===== src/rtl/mux4_rr_arbiter_if.sv =====
// Request/grant bundle between the requester side and the 4:1 mux arbiter.
// The master drives enable and requests; the arbiter (slave) returns grant, mux select and busy.
interface mux4_rr_arbiter_if;
  logic       EN;
  logic [3:0] REQ;
  logic [3:0] GNT;
  logic       CTRL1;
  logic       CTRL2;
  logic       BUSY;

  modport master (output EN, REQ, input GNT, CTRL1, CTRL2, BUSY);
  modport slave  (input EN, REQ, output GNT, CTRL1, CTRL2, BUSY);
endinterface


===== src/rtl/mux4_rr_arbiter.sv =====
// Round-robin arbiter owning the select of a shared 4:1 mux, with a bounded hold under contention.
// All outputs decode from registered state only, so REQ never reaches an output combinationally.
module mux4_rr_arbiter #(
  parameter int MAX_HOLD = 8
) (
  input  logic CLK,
  input  logic RST,
  mux4_rr_arbiter_if.slave bus
);
  localparam int HW = (MAX_HOLD < 2) ? 1 : $clog2(MAX_HOLD + 1);
  localparam logic [HW-1:0] HMAX = HW'(MAX_HOLD);

  typedef enum logic {S_IDLE, S_GRANT} state_t;

  state_t        r_state, w_state_nxt;
  logic [1:0]    r_owner, w_owner_nxt;
  logic [1:0]    r_ptr,   w_ptr_nxt;
  logic [HW-1:0] r_hold,  w_hold_nxt;

  logic [3:0]    w_own_oh;
  logic [3:0]    w_others;
  logic [2:0]    w_win_idle;
  logic [2:0]    w_win_hand;

  // Returns {found, index} of the first set bit scanning start, start+1, ... mod 4.
  function automatic logic [2:0] f_search(input logic [3:0] req, input logic [1:0] start);
    logic [2:0] res;
    logic [1:0] idx;
    res = '0;
    for (int i = 3; i >= 0; i--) begin
      idx = start + 2'(i);
      if (req[idx]) res = {1'b1, idx};
    end
    return res;
  endfunction

  assign w_own_oh   = 4'b0001 << r_owner;
  assign w_others   = bus.REQ & ~w_own_oh;
  assign w_win_idle = f_search(bus.REQ, r_ptr);
  // Handover search starts after the owner and never re-picks it.
  assign w_win_hand = f_search(w_others, r_owner + 2'd1);

  always_ff @(posedge CLK or posedge RST) begin
    if (RST) begin
      r_state <= S_IDLE;
      r_owner <= '0;
      r_ptr   <= '0;
      r_hold  <= '0;
    end else begin
      r_state <= w_state_nxt;
      r_owner <= w_owner_nxt;
      r_ptr   <= w_ptr_nxt;
      r_hold  <= w_hold_nxt;
    end
  end

  always_comb begin
    w_state_nxt = r_state;
    w_owner_nxt = r_owner;
    w_ptr_nxt   = r_ptr;
    w_hold_nxt  = r_hold;
    case (r_state)
      S_IDLE: begin
        if (bus.EN && w_win_idle[2]) begin
          w_state_nxt = S_GRANT;
          w_owner_nxt = w_win_idle[1:0];
          w_hold_nxt  = HW'(1);
        end
      end
      S_GRANT: begin
        if (bus.REQ[r_owner] && ((r_hold < HMAX) || (w_others == 4'b0000))) begin
          if (r_hold < HMAX) w_hold_nxt = r_hold + HW'(1);
        end else begin
          // Release or preempt: pointer moves past the owner either way.
          w_ptr_nxt = r_owner + 2'd1;
          if (bus.EN && w_win_hand[2]) begin
            w_owner_nxt = w_win_hand[1:0];
            w_hold_nxt  = HW'(1);
          end else begin
            w_state_nxt = S_IDLE;
            w_hold_nxt  = '0;
          end
        end
      end
      default: w_state_nxt = S_IDLE;
    endcase
  end

  // Select keeps the last owner while idle; consumers qualify with BUSY.
  always_comb begin
    bus.GNT   = (r_state == S_GRANT) ? w_own_oh : 4'b0000;
    bus.BUSY  = (r_state == S_GRANT);
    bus.CTRL1 = r_owner[1];
    bus.CTRL2 = r_owner[0];
  end
endmodule


===== src/flat_wrapper.sv =====
// flat-port wrapper written by rule: the top's interface ports become plain ports
module mux4_rr_arbiter_flat 
#(
  parameter int MAX_HOLD = 8
)
  (CLK, RST, bus_EN, bus_REQ, bus_GNT, bus_CTRL1, bus_CTRL2, bus_BUSY);
  mux4_rr_arbiter_if bus_i ();
  input  logic CLK;
  input  logic RST;
  input wire logic [$bits(bus_i.EN)-1:0] bus_EN;
  input wire logic [$bits(bus_i.REQ)-1:0] bus_REQ;
  output wire logic [$bits(bus_i.GNT)-1:0] bus_GNT;
  output wire logic [$bits(bus_i.CTRL1)-1:0] bus_CTRL1;
  output wire logic [$bits(bus_i.CTRL2)-1:0] bus_CTRL2;
  output wire logic [$bits(bus_i.BUSY)-1:0] bus_BUSY;
  assign bus_i.EN = bus_EN;
  assign bus_i.REQ = bus_REQ;
  assign bus_GNT = bus_i.GNT;
  assign bus_CTRL1 = bus_i.CTRL1;
  assign bus_CTRL2 = bus_i.CTRL2;
  assign bus_BUSY = bus_i.BUSY;
  mux4_rr_arbiter #(.MAX_HOLD(MAX_HOLD)) u_core (.CLK(CLK), .RST(RST), .bus(bus_i));
endmodule

===== config.mk =====
export PLATFORM = sky130hd
export DESIGN_NAME = mux4_rr_arbiter_flat
export DESIGN_NICKNAME = d
export VERILOG_FILES = /design/src/rtl/mux4_rr_arbiter_if.sv /design/src/rtl/mux4_rr_arbiter.sv /design/src/flat_wrapper.sv
export SDC_FILE = /design/constraint.sdc
export NUM_CORES = 1
export LEC_CHECK = 0
export CORE_MARGIN = 5
export CORE_UTILIZATION = 53
export DETAILED_ROUTE_END_ITERATION = 10
export PLACE_DENSITY = 0.75
export SYNTH_ARGS = -nofsm -noshare
export SYNTH_HDL_FRONTEND = slang
export SYNTH_SLANG_ARGS = --single-unit

===== constraint.sdc =====
create_clock -name CLK -period 2.28 [get_ports CLK]
set_input_delay 0.228 -clock CLK [delete_from_list [all_inputs] [get_ports CLK]]
set_output_delay 0.228 -clock CLK [all_outputs]
set_load 0.005 [all_outputs]

==> results of run 1 <==
cells in the final DEF (no fill, tap or decap), drive strengths merged, types with 3 or more instances in the layout:
cell / instances
and2b: 3
a21oi: 9
clkdlybuf4s50: 13
dfrtp: 9
nand3: 5
nor3: 3
buf: 3
nand2: 8
ha: 5
and2: 6
clkbuf: 3
o21ai: 5
nand2b: 3
mux2: 4
inv: 8
nor2: 4
area by class of cell:
class                           count  area (um^2)  area share (%)
Inverter                            8         30.0            2.59
Sequential cell                     9          225            19.5
Clock buffer                        3         22.5            1.95
Multi-Input combinational cell     91          691            59.7
Timing Repair Buffer               16          153            13.2
Clock inverter                      1         5.00           0.432
Tap cell                           25         31.3            2.70
power groups by stage:
stage,combinational [mW],clock (mW),sequential [mW]
global route,1.09,0.136,0.348
global placement,0.967,0,0.329
floorplan,0.744,0,0.292
finish,0.982,0.125,0.331
detailed placement,0.978,0,0.332
CTS,0.983,0.124,0.329
metrics by stage:
step	setup WS [ns]	instances	hold slack, ns
floorplan	0.291	112	0.0559
global placement	0.262	149	0.493
detailed placement	0.246	149	0.505
CTS	0.279	153	0.231
global route	0.111	153	0.250
finish	0.256	153	0.216
logic make-up after synthesis:
family	after synthesis	synth area share [%]
and+or+nand+nor	44	27.3
adders and majority gates	5	6.34
xor gates and xnor gates	1	0.887
muxes	5	5.58
buffers and inverters	12	7.22
AOI/OAI and AO/OA	36	29.9
DFF	9	22.8
worst min-delay path by stage:
stage,to,depth (start not counted)
2_1_floorplan,u_core.bus.BUSY$_DFF_PP0_,1
3_3_place_gp,u_core.r_ptr[0]$_DFFE_PP0P_,2
3_5_place_dp,u_core.r_owner[0]$_DFFE_PP0P_,2
4_1_cts,u_core.r_ptr[0]$_DFFE_PP0P_,2
5_1_grt,u_core.r_owner[0]$_DFFE_PP0P_,2
6_report,u_core.r_ptr[0]$_DFFE_PP0P_,2
per-layer routing:
layer | vias up | part of all wire [%] | track usage [%]
met5 | - | 0 | 0
met4 | 0 | 1.1 | 5.11
li1 | 451 | - | -
met1 | 428 | 45 | 21.8
met2 | 22 | 50 | 31.0
met3 | 4 | 4.3 | 2.54
flip-flops by register name, indices dropped and copies added, names as in the netlist:
signal,cells
u_core.r_ptr,2
u_core.bus.BUSY,1
u_core.r_hold,4
u_core.r_owner,2
worst register-to-register path, stage by stage (launching register included):
cell,delay (ns)
dfrtp_1,0.50
inv_1,0.10
ha_1,0.21
and2b_1,0.38
nor3_2,0.09
a221oi_2,0.35
or2_1,0.17
a32oi_1,0.09
==> results.yml, run 1 <==
outcome:
  status: "finished clean"
die:
  core_area_mm2: 0.00175
  die_area_mm2: 0.00283
  std_cell_rows: 15
  die_w_um: 53.2
  start_util_pct: 56.6
  io_pins: 14
  die_height_um: 53.2
routing:
  vias: 905
  drc: 0
  drt_iter0_drc: 12
  viasPerCell: 5.92
  wl_um: 2160
  wire_per_inst_um: 14.1
  drtAntennaViolNets: 0
  drtPass1Iterations: 4
finish:
  drive_above_1_share_pct: 20.3
  layout.nets: 141
  final_area_mm2: 0.00116
  final_util_pct: 66.3
  area_growth_pct: 17.2
  n_antenna_cell: 0
  nFillCells: 159
worst_setup_path:
  critPathBufInv: 1
  cp_top_family: "simple AND/OR/NAND/NOR gates"
  slowest_stage: "dfrtp_1"
  required_ns: 2.43
  critPathMaxStageDelay_ns: 0.50
  crit_cells: 7
  cp_cell_sequence: "inv_1, ha_1, and2b_1, nor3_2, a221oi_2, or2_1, a32oi_1"
  worstSetupEndpoint: "u_core.r_owner[0]$_DFFE_PP0P_"
  crit_arrival_ns: 2.17
  r2r_end: "u_core.r_owner[0]$_DFFE_PP0P_"
  cp_max_fo: 7
  critPathCaptureType: "flip-flop"
  r2r_cells: 7
  reg2reg_slack_ns: 0.26
  crit_path_start_kind: "flip-flop"
  reg2reg_from: "u_core.r_owner[1]$_DFFE_PP0P_"
  worstSetupPathType: "flip-flop to flip-flop"
  crit_start: "u_core.r_owner[1]$_DFFE_PP0P_"
clocking:
  cts_max_path_buffers: 2
  clock_tree.root_cell: "clkbuf_4"
  cts_setup_buffers: 0
  cts-resized-gates: 0
  clkTransAtPathRegs_ns: 0.07
  cts_max_level: 1
  holdBufCountCts: 0
  cts_buffers: 3
  cts_sinks: 9
  tritoncts: "yes"
  worstSkewPairLatency_ns: 0.27
placed_design:
  dp_hpwl_um: 1730
  portBuffers: 13
  place_area_mm2: 0.00113
  place_congestion: 0.890
global_routing:
  grt_pass1_vias: 840
  track_usage_pct: 17.5
  grt_pass1_wl_um: 3690
  antenna_found_initial: 0
  grt_max_degree: 14
  overflow: 0
synth:
  synth-main-ff-cell: "dfrtp_1"
  avgSynthCellArea_um2: 8.81
  ys_top_cells_by_count: "a21oi_1, dfrtp_1, nand2_1, inv_1"
  synth_top_area_cell: "dfrtp_1"
  async_flop_share_pct: 100
  syn-cell-area_um2: 987
  ys_seq_elements: 9
  synth-edff-count: 0
  synth_cell_types: 49
  synth_top_cell_area_share_pct: 22.8
  postSynthCellCount: 112
  synth_seq_area_share_pct: 22.8
  ys_warn_count: 0
  synthTopCellsByArea: "dfrtp_1, ha_1, o41ai_4"
  synthesis.nets: 124
sta:
  tns_ns: 0
  worst_pin_slew_ns: 0.618
  worst_clock_skew_ns: 0.0118
  maxSlewViolCount: 0
  relSlewSlack_pct: 58.5
  hold_violations: 0
  setup_viol: 0
  period_minus_slack_ns: 2.02
  fmax_ghz: 0.494
  fin_crit_sh_pct: 88.8
  rsz0062_at_grt: "no"
pwr:
  net-switching-power_mw: 0.663
  switching_share_pct: 46.1
  p_total_mw: 1.44
  peakVddDrop_mv: 0.852
  power_per_cell_area_mw_per_mm2: 1240
  p_leak_nw: 0.493
  internal-power_mw: 0.776
  power_frac_clock_pct: 8.7
  combPwrFrac_pct: 68.3
  seq_power_share_pct: 23.0
run:
  drv_cap: 0
hold_path:
  min_path_type: "input pin to async pin"
Power figures use the tool's default switching activity.
==> inputs of run 2 (changes only) <==
--- a/config.mk
+++ b/config.mk
@@ -9,4 +9,5 @@
 export CORE_UTILIZATION = 53
 export DETAILED_ROUTE_END_ITERATION = 10
+export GPL_TIMING_DRIVEN = 0
 export PLACE_DENSITY = 0.75
 export SYNTH_ARGS = -nofsm -noshare
==> constraint.sdc (replaced) <==
create_clock -name CLK -period 2.28 [get_ports CLK]
set_input_delay 0.228 -clock CLK [delete_from_list [all_inputs] [get_ports CLK]]
set_output_delay 0.228 -clock CLK [all_outputs]
set_load 0.1 [all_outputs]
==> run 2 against run 1 <==
Net effect:
- non-clock buffer count stayed put
- die area stayed put
- critical path depth decreased by 3
- clock skew fell by 0.0050 ns
- routed wire length increased by 6.6%
- core utilization grew 1.0 points
- design area increased by 1.5%
- worst setup slack lost 0.16 ns
- worst hold slack lost 0.011 ns
- critical path type is now flip-flop to output pin
- sequential cell count is the same
- highest routed layer unchanged
- final cell count stayed put
- largest cell class unchanged
- register-to-register slack worse by 0.096 ns
- critical endpoint is now bus_GNT[1]
==> results.yml, run 2 (synthesis results as in run 1) <==
routing:
  viasPerCell: 5.93
  drtAntennaViolNets: 0
  wire_per_inst_um: 15.1
  vias: 907
  drc: 0
  drtPass1Iterations: 4
  drt_iter0_drc: 16
  wl_um: 2310
sta:
  maxSlewViolCount: 0
  period_minus_slack_ns: 2.18
  worst_pin_slew_ns: 0.966
  relSlewSlack_pct: 35.4
  holdWs_ns: 0.204
  fin_crit_sh_pct: 95.8
  fmax_ghz: 0.458
  hold_violations: 0
  worst_clock_skew_ns: 0.00683
  setup_viol: 0
worst_setup_path:
  reg2reg_slack_ns: 0.16
  crit_arrival_ns: 1.96
  critPathCaptureType: "output pin"
  worstSetupPathType: "flip-flop to output pin"
  cp_max_fo: 7
  required_ns: 2.05
  crit_path_start_kind: "flip-flop"
global_routing:
  grt_pass1_wl_um: 4000
  use_met1_pct: 22.0
  grt_use_met2_pct: 35.7
  grt_pass1_vias: 895
  grt_max_degree: 11
  grt.met3_usage_pct: 2.82
  grt.busiest_layer: "met2"
  overflow: 0
  track_usage_pct: 20.0
  antenna_found_initial: 0
finish:
  multi_input_area_um2: 694
  ff_latch_area_um2: 228
  layout.nets: 141
  final_cell_mix: "a21oi_1, nand2_1, clkdlybuf4s50_1"
  area_growth_pct: 19.0
  regMostFlops: "u_core.r_hold"
  nFillCells: 160
  reg_top3: "u_core.r_hold: 4 flops, u_core.r_owner: 2 flops, u_core.r_ptr: 2 flops"
  drive_above_1_share_pct: 24.2
  largest_register_ffs: 4
  n_antenna_cell: 0
die:
  io_pins: 14
  die_w_um: 53.2
  die_height_um: 53.2
  start_util_pct: 56.6
  die_area_mm2: 0.00283
  core_area_mm2: 0.00175
  std_cell_rows: 15
clocking:
  cts_setup_buffers: 0
  holdBufCountCts: 0
  worstSkewPairLatency_ns: 0.27
  cts-resized-gates: 8
  cts_max_level: 1
  clkTransAtPathRegs_ns: 0.06
  cts_buffers: 3
  cts_max_path_buffers: 2
  cts_sinks: 9
  clock_tree.root_cell: "clkbuf_4"
  tritoncts: "yes"
placed_design:
  dp_hpwl_um: 1790
  place_congestion: 0.873
  portBuffers: 12
hold_path:
  min_path_type: "input pin to async pin"
outcome:
  status: "finished clean"
run:
  drv_cap: 0
==> run 2: cell types whose count changed in the layout (fill, tap and decap cells not counted), sizes merged <==
cell and change:
clkdlybuf4s50 -5, buf +1, clkdlybuf4s15 +3, dlygate4sd2 +1, clkinv -1, clkbuf +1
==> run 2: path summary, 6_finish.rpt <==
path                                               startpoint                            end  cells past startpoint
min in group CLK                                   bus_REQ[3]  u_core.r_owner[0]$_DFFE_PP0P_                      5
max in group asynchronous                                 RST  u_core.r_owner[0]$_DFFE_PP0P_                      2
worst max-delay path            u_core.r_owner[1]$_DFFE_PP0P_                     bus_GNT[1]                      4
worst max register to register  u_core.r_owner[0]$_DFFE_PP0P_  u_core.r_owner[0]$_DFFE_PP0P_                      8
worst min-delay path                                      RST   u_core.r_hold[3]$_DFFE_PP0P_                      2
worst min register to register    u_core.r_ptr[0]$_DFFE_PP0P_    u_core.r_ptr[0]$_DFFE_PP0P_                      2
==> run 2: area by class of cell <==
cell class              count  share of cell area, %
repair buffers             12                   10.3
clock buffers               4                   2.24
plain buffers               4                   3.51
inverters                   8                   2.77
flip-flops and latches      9                   19.4
multi-input cells          91                   59.1
well taps                  25                   2.66
==> run 2: per-layer routing <==
| metal | up-vias | wire, um |
|---|---|---|
| li1 | 450 | - |
| met1 | 431 | 996 |
| met2 | 21 | 1170 |
| met3 | 5 | 93 |
| met4 | 0 | 48 |
| met5 | - | 0 |
==> run 2: through the flow <==
stage	setup WS [ns]	util, %	cells	setup TNS (ns)	cell area (um^2)
2_1_floorplan	0.00429	-	112	0	990
3_3_place_gp	-0.136	65.4	149	-0.242	1140
3_5_place_dp	-0.151	65.4	149	-0.271	1140
4_1_cts	0.0281	66.9	153	0	1170
5_1_grt	-0.00000133	67.3	153	-0.00000133	1170
6_report	0.0953	67.3	153	0	1170
==> run 2: worst max-delay path: stages, from the launching register on <==
cell and delay [ns]:
dfrtp_2 0.45, inv_1 0.09, ha_1 0.17, and2_1 0.12, dlygate4sd2_1 0.84
Power of run 2 is left out: the tool's default activity adds up to more than one toggle a clock period on the data nets, which glitch-free logic cannot reach.
